--- src/rtl/daio_pkg.sv ---
// Shared types and default widths for the DAIO frame assembler slice.
package daio_pkg;

    localparam int DATA_BITS_DEF = 24;
    localparam int PRE_BITS_DEF  = 2;
    localparam int GAP_MAX_DEF   = 64;

    localparam logic [1:0] PRE_B = 2'b00;
    localparam logic [1:0] PRE_M = 2'b01;
    localparam logic [1:0] PRE_W = 2'b10;

    typedef enum logic [2:0] {
        HUNT,
        PRE,
        DATA,
        PAR,
        WAIT
    } state_t;

endpackage

--- src/rtl/daio_gap_timer.sv ---
// Saturating count of bit strobes since the last violation; flags the strobe
// that brings the count up to GAP_MAX.
module daio_gap_timer
    import daio_pkg::*;
#(
    parameter int GAP_MAX = GAP_MAX_DEF
) (
    input  logic clock,
    input  logic reset_n,
    input  logic clear,
    input  logic strobe,
    output logic timeout
);

    localparam int              GW   = $clog2(GAP_MAX + 1);
    localparam logic [GW-1:0]   LAST = GW'(GAP_MAX - 1);
    localparam logic [GW-1:0]   SAT  = GW'(GAP_MAX);

    logic [GW-1:0] count;

    always_ff @(posedge clock or negedge reset_n) begin
        if (!reset_n) begin
            count <= '0;
        end else if (clear) begin
            count <= '0;
        end else if (strobe && count != SAT) begin
            count <= count + GW'(1);
        end
    end

    // Saturation keeps this a single pulse per gap rather than a level.
    assign timeout = strobe && !clear && (count == LAST);

endmodule

--- src/rtl/daio_frame_assembler.sv ---
// Assembles preamble type, data word and parity from the biphase decoder's
// bit stream into a parallel word, and tracks receiver lock.
module daio_frame_assembler
    import daio_pkg::*;
#(
    parameter int DATA_BITS = DATA_BITS_DEF,
    parameter int PRE_BITS  = PRE_BITS_DEF,
    parameter int GAP_MAX   = GAP_MAX_DEF
) (
    input  logic                 clock,
    input  logic                 reset_n,
    input  logic                 bit_in,
    input  logic                 bit_strobe,
    input  logic                 viol_in,
    output logic [DATA_BITS-1:0] word_out,
    output logic [PRE_BITS-1:0]  pre_type,
    output logic                 word_valid,
    output logic                 parity_err,
    output logic                 sync_err,
    output logic                 locked
);

    localparam int            CW        = $clog2(DATA_BITS + 1);
    localparam logic [CW-1:0] PRE_LAST  = CW'(PRE_BITS - 1);
    localparam logic [CW-1:0] DATA_LAST = CW'(DATA_BITS - 1);

    state_t                 state, state_nxt;
    logic [CW-1:0]          bit_cnt, bit_cnt_nxt;
    logic [PRE_BITS-1:0]    pre_sr;
    logic [DATA_BITS-1:0]   data_sr;
    logic                   gap_hit;
    logic                   timeout_act;
    logic                   par_calc;
    logic                   frame_done;
    logic                   sync_err_nxt;
    logic                   locked_nxt;

    daio_gap_timer #(.GAP_MAX(GAP_MAX)) u_gap_timer (
        .clock   (clock),
        .reset_n (reset_n),
        .clear   (viol_in),
        .strobe  (bit_strobe),
        .timeout (gap_hit)
    );

    assign timeout_act = gap_hit && (state != HUNT);
    assign par_calc    = (^data_sr) ^ bit_in;

    // NOTE: sequential state uses non-blocking (<=) so every register samples
    // pre-edge values; blocking here would create order-dependent races.
    always_ff @(posedge clock or negedge reset_n) begin
        if (!reset_n) begin
            state   <= HUNT;
            bit_cnt <= '0;
        end else begin
            state   <= state_nxt;
            bit_cnt <= bit_cnt_nxt;
        end
    end

    // NOTE: every comb output is defaulted first so no path leaves it
    // unassigned, which would otherwise infer a latch.
    always_comb begin
        state_nxt   = state;
        bit_cnt_nxt = bit_cnt;
        if (viol_in) begin
            state_nxt   = PRE;
            bit_cnt_nxt = '0;
        end else if (timeout_act) begin
            state_nxt   = HUNT;
            bit_cnt_nxt = '0;
        end else if (bit_strobe) begin
            unique case (state)
                PRE: begin
                    if (bit_cnt == PRE_LAST) begin
                        state_nxt   = DATA;
                        bit_cnt_nxt = '0;
                    end else begin
                        bit_cnt_nxt = bit_cnt + CW'(1);
                    end
                end
                DATA: begin
                    if (bit_cnt == DATA_LAST) begin
                        state_nxt   = PAR;
                        bit_cnt_nxt = '0;
                    end else begin
                        bit_cnt_nxt = bit_cnt + CW'(1);
                    end
                end
                PAR:     state_nxt = WAIT;
                default: ;
            endcase
        end
    end

    // A violation mid-frame is a sync error; a gap timeout drops lock silently.
    always_comb begin
        frame_done   = bit_strobe && !viol_in && !timeout_act && (state == PAR);
        sync_err_nxt = viol_in && (state inside {PRE, DATA, PAR});
        locked_nxt   = locked;
        if (sync_err_nxt || timeout_act) begin
            locked_nxt = 1'b0;
        end else if (frame_done && !par_calc) begin
            locked_nxt = 1'b1;
        end
    end

    always_ff @(posedge clock or negedge reset_n) begin
        if (!reset_n) begin
            pre_sr     <= '0;
            data_sr    <= '0;
            word_out   <= '0;
            pre_type   <= '0;
            word_valid <= 1'b0;
            parity_err <= 1'b0;
            sync_err   <= 1'b0;
            locked     <= 1'b0;
        end else begin
            word_valid <= frame_done;
            sync_err   <= sync_err_nxt;
            locked     <= locked_nxt;
            // Right shift: after a full field the first bit sits in bit 0.
            if (bit_strobe && !viol_in && state == PRE) begin
                pre_sr <= {bit_in, pre_sr[PRE_BITS-1:1]};
            end
            if (bit_strobe && !viol_in && state == DATA) begin
                data_sr <= {bit_in, data_sr[DATA_BITS-1:1]};
            end
            if (frame_done) begin
                word_out   <= data_sr;
                pre_type   <= pre_sr;
                parity_err <= par_calc;
            end
        end
    end

endmodule

--- config.mk ---
export PLATFORM = sky130hd
export DESIGN_NAME = daio_frame_assembler
export DESIGN_NICKNAME = d
export VERILOG_FILES = /design/src/rtl/daio_pkg.sv /design/src/rtl/daio_gap_timer.sv /design/src/rtl/daio_frame_assembler.sv
export SDC_FILE = /design/constraint.sdc
export NUM_CORES = 1
export LEC_CHECK = 0
export ABC_AREA = 1
export BUFFER_PORTS_ARGS = -buffer_cell sky130_fd_sc_hd__buf_2
export CAP_MARGIN = 10
export CORE_MARGIN = 5
export CORE_UTILIZATION = 35
export DETAILED_ROUTE_END_ITERATION = 6
export PLACE_DENSITY_LB_ADDON = 0.1
export SYNTH_ARGS = -nofsm -noshare
export SYNTH_HDL_FRONTEND = slang
export SYNTH_SLANG_ARGS = --single-unit
--- constraint.sdc ---
create_clock -name clock -period 2.35 [get_ports clock]
set_clock_uncertainty 0.05 [all_clocks]
set_input_delay 0.3525 -clock clock [delete_from_list [all_inputs] [get_ports clock]]
set_output_delay 0.3525 -clock clock [all_outputs]
set_load 0.05 [all_outputs]
* Word level (Yosys, flattened, before mapping)
Index checks and enable logic that the tools add are counted. Widths: inputs -> output; s select.
Word-level totals: bits in registers 71, bits in latches 0, memory bits (writable) 0, bits in read-only memories 0, bits of input ports 5, output and inout bits 30, logic and storage cells 63, memories kept 0
Cells by class: add/subtract/negate cells 2, $mul 0, div/mod/pow operators 0, magnitude comparators 0, equal/unequal tests 9, shift-type cells 0, mux-type cells 16, bitwise operators 1, reduce and logical (&&, ||, !) cells 24
Operator list (number):
- $mux 5 | 5
- $reduce_xor 24->1 | 1
- $mux 3 | 5
- $mux 7 | 2
- $logic_and 1x1->1 | 10
- $pmux 5 s2 | 1
- $pmux 3 s3 | 1
- $reduce_bool 3->1 | 3
- $ne 4x4->1 const B | 2
- $add 7x1->7 const B | 1
- $eq 7x6->1 const B | 1
- $ne 7x7->1 const B | 1
- $eq 3x2->1 const B | 2
- $add 5x1->5 const B | 1
- $eq 5x1->1 const B | 1
- $eq 5x5->1 const B | 1
- $reduce_bool 5->1 | 1
- $reduce_and 4->1 | 1
- $reduce_bool 2->1 | 2
- $reduce_bool 4->1 | 1
- $eq 3x1->1 const B | 1
- $logic_not 1->1 | 3
- $mux 1 | 2
- $reduce_and 2->1 | 1
- 2 further kinds | 2

* Logic depth before layout (Yosys ltp)
word-level depth 10, gate-level depth with buffers 13, gate-level depth less buffers 13

* Hierarchy
Synthesis repeated with hierarchy kept, for this count alone.
Unflattened totals: cell total of the unflattened synthesis 443, area, all modules 3442.1 um^2
Modules (own cells, without submodules):
- daio_frame_assembler | times used 1, cells an instance 380, area each 3005.4 um^2
- daio_gap_timer | times used 1, cells an instance 63, area each 436.7 um^2

* Worst setup path before layout
Ideal clock, no wire load.
kind register -> register, from register u_gap_timer.count[0], to register pre_type[1], library setup time 0.120 ns, arrival 1.422 ns, data required time 2.180 ns, path slack 0.759 ns, cell stages (with the launch flop) 11, path buffers 2, cells stage by stage dfrtp_1 ha_1 nand3_1 nor3_4 nand2_2 and3_1 buf_6 clkinv_8 buf_8 nand2_1 o21ai_2
Between the ends: word-level cells in the longest chain between the ends 6
RTL lines:
- start, declared | line daio_gap_timer.sv:19 | logic [GW-1:0] count;
- start signal, assigned | line daio_gap_timer.sv:27 | count <= count + GW'(1);
- $eq 7x6->1 | line daio_gap_timer.sv:32 | assign timeout = strobe && !clear && (count == LAST);
- $logic_and 1x1->1 | line daio_gap_timer.sv:32
- $logic_and 1x1->1 | line daio_frame_assembler.sv:46 | assign timeout_act = gap_hit && (state != HUNT);
- $logic_not 1->1 | line daio_frame_assembler.sv:98 | frame_done = bit_strobe && !viol_in && !timeout_act && (state == PAR);
- $logic_and 1x1->1 (2 in a row) | line daio_frame_assembler.sv:98
- named net frame_done | line daio_frame_assembler.sv:34 | logic frame_done;
- end signal, assigned | line daio_frame_assembler.sv:131 | pre_type <= pre_sr;
- end, declared | line daio_frame_assembler.sv:16 | output logic [PRE_BITS-1:0] pre_type,
The timed path passes the listed nets, and every way through them passes these cells. A chain may end at the register's enable or synchronous reset.

* Worst setup path after layout
from register u_gap_timer.count[0], to register word_out[15]
Between the ends: word-level cells in the longest chain between the ends 6
RTL lines:
- $eq 7x6->1 | line daio_gap_timer.sv:32
- $logic_and 1x1->1 | line daio_gap_timer.sv:32
- $logic_and 1x1->1 | line daio_frame_assembler.sv:46
- $logic_not 1->1 | line daio_frame_assembler.sv:98
- $logic_and 1x1->1 (2 in a row) | line daio_frame_assembler.sv:98
- end signal, assigned | line daio_frame_assembler.sv:130 | word_out <= data_sr;
- end, declared | line daio_frame_assembler.sv:15 | output logic [DATA_BITS-1:0] word_out,
No other way between the ends.

==> metrics.md <==
| Metric | Value |
|---|---|
| Diode count | 0 |
| Syn nets | 448 |
| Fin. Hold Viols | 0 |
| CTS max path bufs | 2 |
| Initial antenna violation count | 0 |
| RR Startpoint | u_gap_timer.count[0] |
| DIE AREA | 12360 um^2 |
| 1st-pass router iterations | 4 |
| Total gr overflow | 0 |
| RSZ-0062 raised after global routing | no |
| Syn_area_per_cell | 8.160 um^2 |
| HP Class | input pin to register |
| TritonCTS clock tree | done |
| Worst Tran Pin Value | 0.4174 ns |
| Core Area | 10140 um^2 |
| Crit Path Max Fanout | 51 |
| CP peak stage delay | 0.41 ns |
| Hpwl dp | 4.818 mm |
| Drc violations | 0 |
| Number of global-route vias before repair | 2618 |
| Primary FF master, synth | dfrtp_1 |
| DRT Wirelength | 6.947 mm |
| Num Clock Sinks | 71 |
| Crit path cell chain | ha_1, nand3_1, nor3_4, nand2_2, and3_1, clkinv_8, nand2_1, o21ai_2 |
| Synth async-reset ratio | 100.0% |
| Final worst-path cycle share | 84.92% |
| Final setup fails | 0 |
| Largest net degree at the start of global routing | 72 |
| Row cnt | 37 |
| First-pass GRT wire length | 12.30 mm |
| H-tree depth | 3 |
| WP data arrival | 2.18 ns |
| P per Cell Area | 808.8 nW/um^2 |
| Critical Path Source | u_gap_timer.count[0] |
| Final Max Slew Viols | 0 |
| DR vias/cell | 4.490 |
| Vias | 2766 |
| Worst-skew pair later-pin latency | 0.34 ns |
| Post-Syn Area | 3582 um^2 |
| DR WL/cell | 11.28 um |
| Crit-path leading delay family | simple AND/OR/NAND/NOR gates |
| # nets final | 485 |
| Setup TNS | 0 ns |
| Synth cell types | 29 |
| Crit path time final | 1.996 ns |
| DP Worst Slack | 0.3530 ns |
| Required time of the worst setup path | 2.53 ns |
| Clock transition at path regs | 0.08 ns |
| Flops & latches, synth | 71 |
| Setup crit end kind | register |
| Post-synth EDFFs | 0 |
| I/O pin count | 35 |
| Setup crit start kind | register |
| Post_cts resized | 0 |
| Max Freq | 501.1 MHz |
| DRT antenna net count | 0 |
| Area growth syn-to-layout | 12.02% |
| Initial Util | 35.33% |
| Setup ws final | 0.3544 ns |
| TritonCTS buffer count | 9 |
| Number of synthesis warnings | 0 |
| Critical setup path kind | register to register |
| CP max stage cell | and3_1 |
| DR iter-0 viols | 118 |
| Slew HR | 72.17% |
| Max_cap viols | 0 |
| Status | finished clean |
| Vert. Die Dim | 111.2 um |
| I/O Buffers | 34 |
| Seq/Total Area, Yosys | 49.60% |
| HP Start | bit_in |
| Clock root buffer | clkbuf_8 |
| Die X | 111.2 um |
| Share of cells above drive strength 1 | 17.92% |
| Total GRT Usage | 11.98% |
| CP Buf/Inv Count | 1 |
| Synth Instances | 439 |
| Routability congestion estimate from global placement | 0.8224 |
| Max VDD drop | 0.3442 mV |
| Pleak | 2.022 nW |
-- timing repair --
item                      4_1_cts  5_1_grt
hold endpoints to repair       21        0
buffers inserted                0        0
hold buffers                    1        0
-- state kept, by name (all words and copies together), names as in the netlist --
signal and flops:
u_gap_timer.count 7, word_valid 1, data_sr 24, pre_type 2
state 3, pre_sr 2, parity_err 1, word_out 24
locked 1, bit_cnt 5, sync_err 1
-- per-layer routing --
metal / global-route usage (%) / wire [um] / vias up
met5: 0 / 0 / -
met4: 3.406 / 93 / 0
met3: 3.384 / 271 / 8
met2: 19.42 / 3258 / 33
met1: 15.66 / 3324 / 1274
li1: - / - / 1451
-- Yosys cell counts, types with 3 or more instances --
master | count | area (um^2)
nor2_1 | 10 | 37.54
ha_1 | 4 | 50.05
buf_2 | 3 | 15.01
o21ai_0 | 41 | 205.2
nand2_1 | 169 | 634.4
o21ai_2 | 24 | 210.2
a21oi_1 | 10 | 50.05
nand2_2 | 6 | 37.54
nand3_1 | 15 | 75.07
nor3_1 | 8 | 40.04
xor2_1 | 3 | 26.28
clkbuf_1 | 3 | 11.26
dfrtp_1 | 71 | 1777
inv_1 | 51 | 191.4
-- path summary, 6_finish.rpt --
path	cells after the start	slack, ns	end
min	3	0.28	data_sr[23]
max	8	0.35	word_out[15]
min in group asynchronous	3	0.51	word_out[13]
min reg2reg	2	0.43	word_out[3]
max reg2reg	8	0.35	word_out[15]
max in group asynchronous	3	1.42	data_sr[1]
-- cells by family after synthesis --
group,synth area share [%]
xor gates and xnor gates,1.223
adders and majority gates,1.397
DFF,49.60
and+or+nand+nor,24.00
AOI/OAI and AO/OA,14.57
buffers and inverters,9.221
-- placed cells by master, fill, tap and decap left out, types with 8 or more instances in the layout --
master / count
o21ai_0: 41
dfrtp_1: 71
nor2_1: 10
o21ai_2: 24
clkbuf_8: 10
inv_1: 51
nor3_1: 8
nand3_1: 15
buf_2: 34
nand2_1: 169
a21oi_1: 10
-- layout make-up --
cell class              count  area [um^2]
well taps                 136        170.2
multi-input cells         303         1475
repair buffers             38        215.2
fillers                  1053         6126
flip-flops and latches     71         1777
clock buffers              11        141.4
clock inverters             4        22.52
inverters                  53        211.5
-- per-stage QoR --
stage	instances	power (mW)	utilization, %	instance area, um^2	hold slack [ns]
5_1_grt	616	3.485	39.58	4013	0.3016
6_report	616	3.246	39.58	4013	0.2803
3_5_place_dp	600	2.441	37.86	3839	0.3666
4_1_cts	616	3.315	39.58	4013	0.2740
2_1_floorplan	439	2.243	-	3582	0.006909
3_3_place_gp	600	2.434	37.86	3839	0.3702
-- worst register-to-register path, delay by kind of cell (launching register included) --
kind,cells,cell delay (ns)
AO/OA/AOI/OAI,1,0.06
adder cells (fa/ha/maj),1,0.22
AND/OR/NAND/NOR,5,0.86
buffers and inverters,1,0.31
flip-flops,1,0.39
-- power by group --
| part | total (mW) | switching, mW | internal [mW] |
|---|---|---|---|
| sequential | 1.47 | 0.111 | 1.36 |
| combinational | 0.924 | 0.668 | 0.256 |
| clock | 0.847 | 0.446 | 0.401 |
Power figures use the tool's default switching activity.
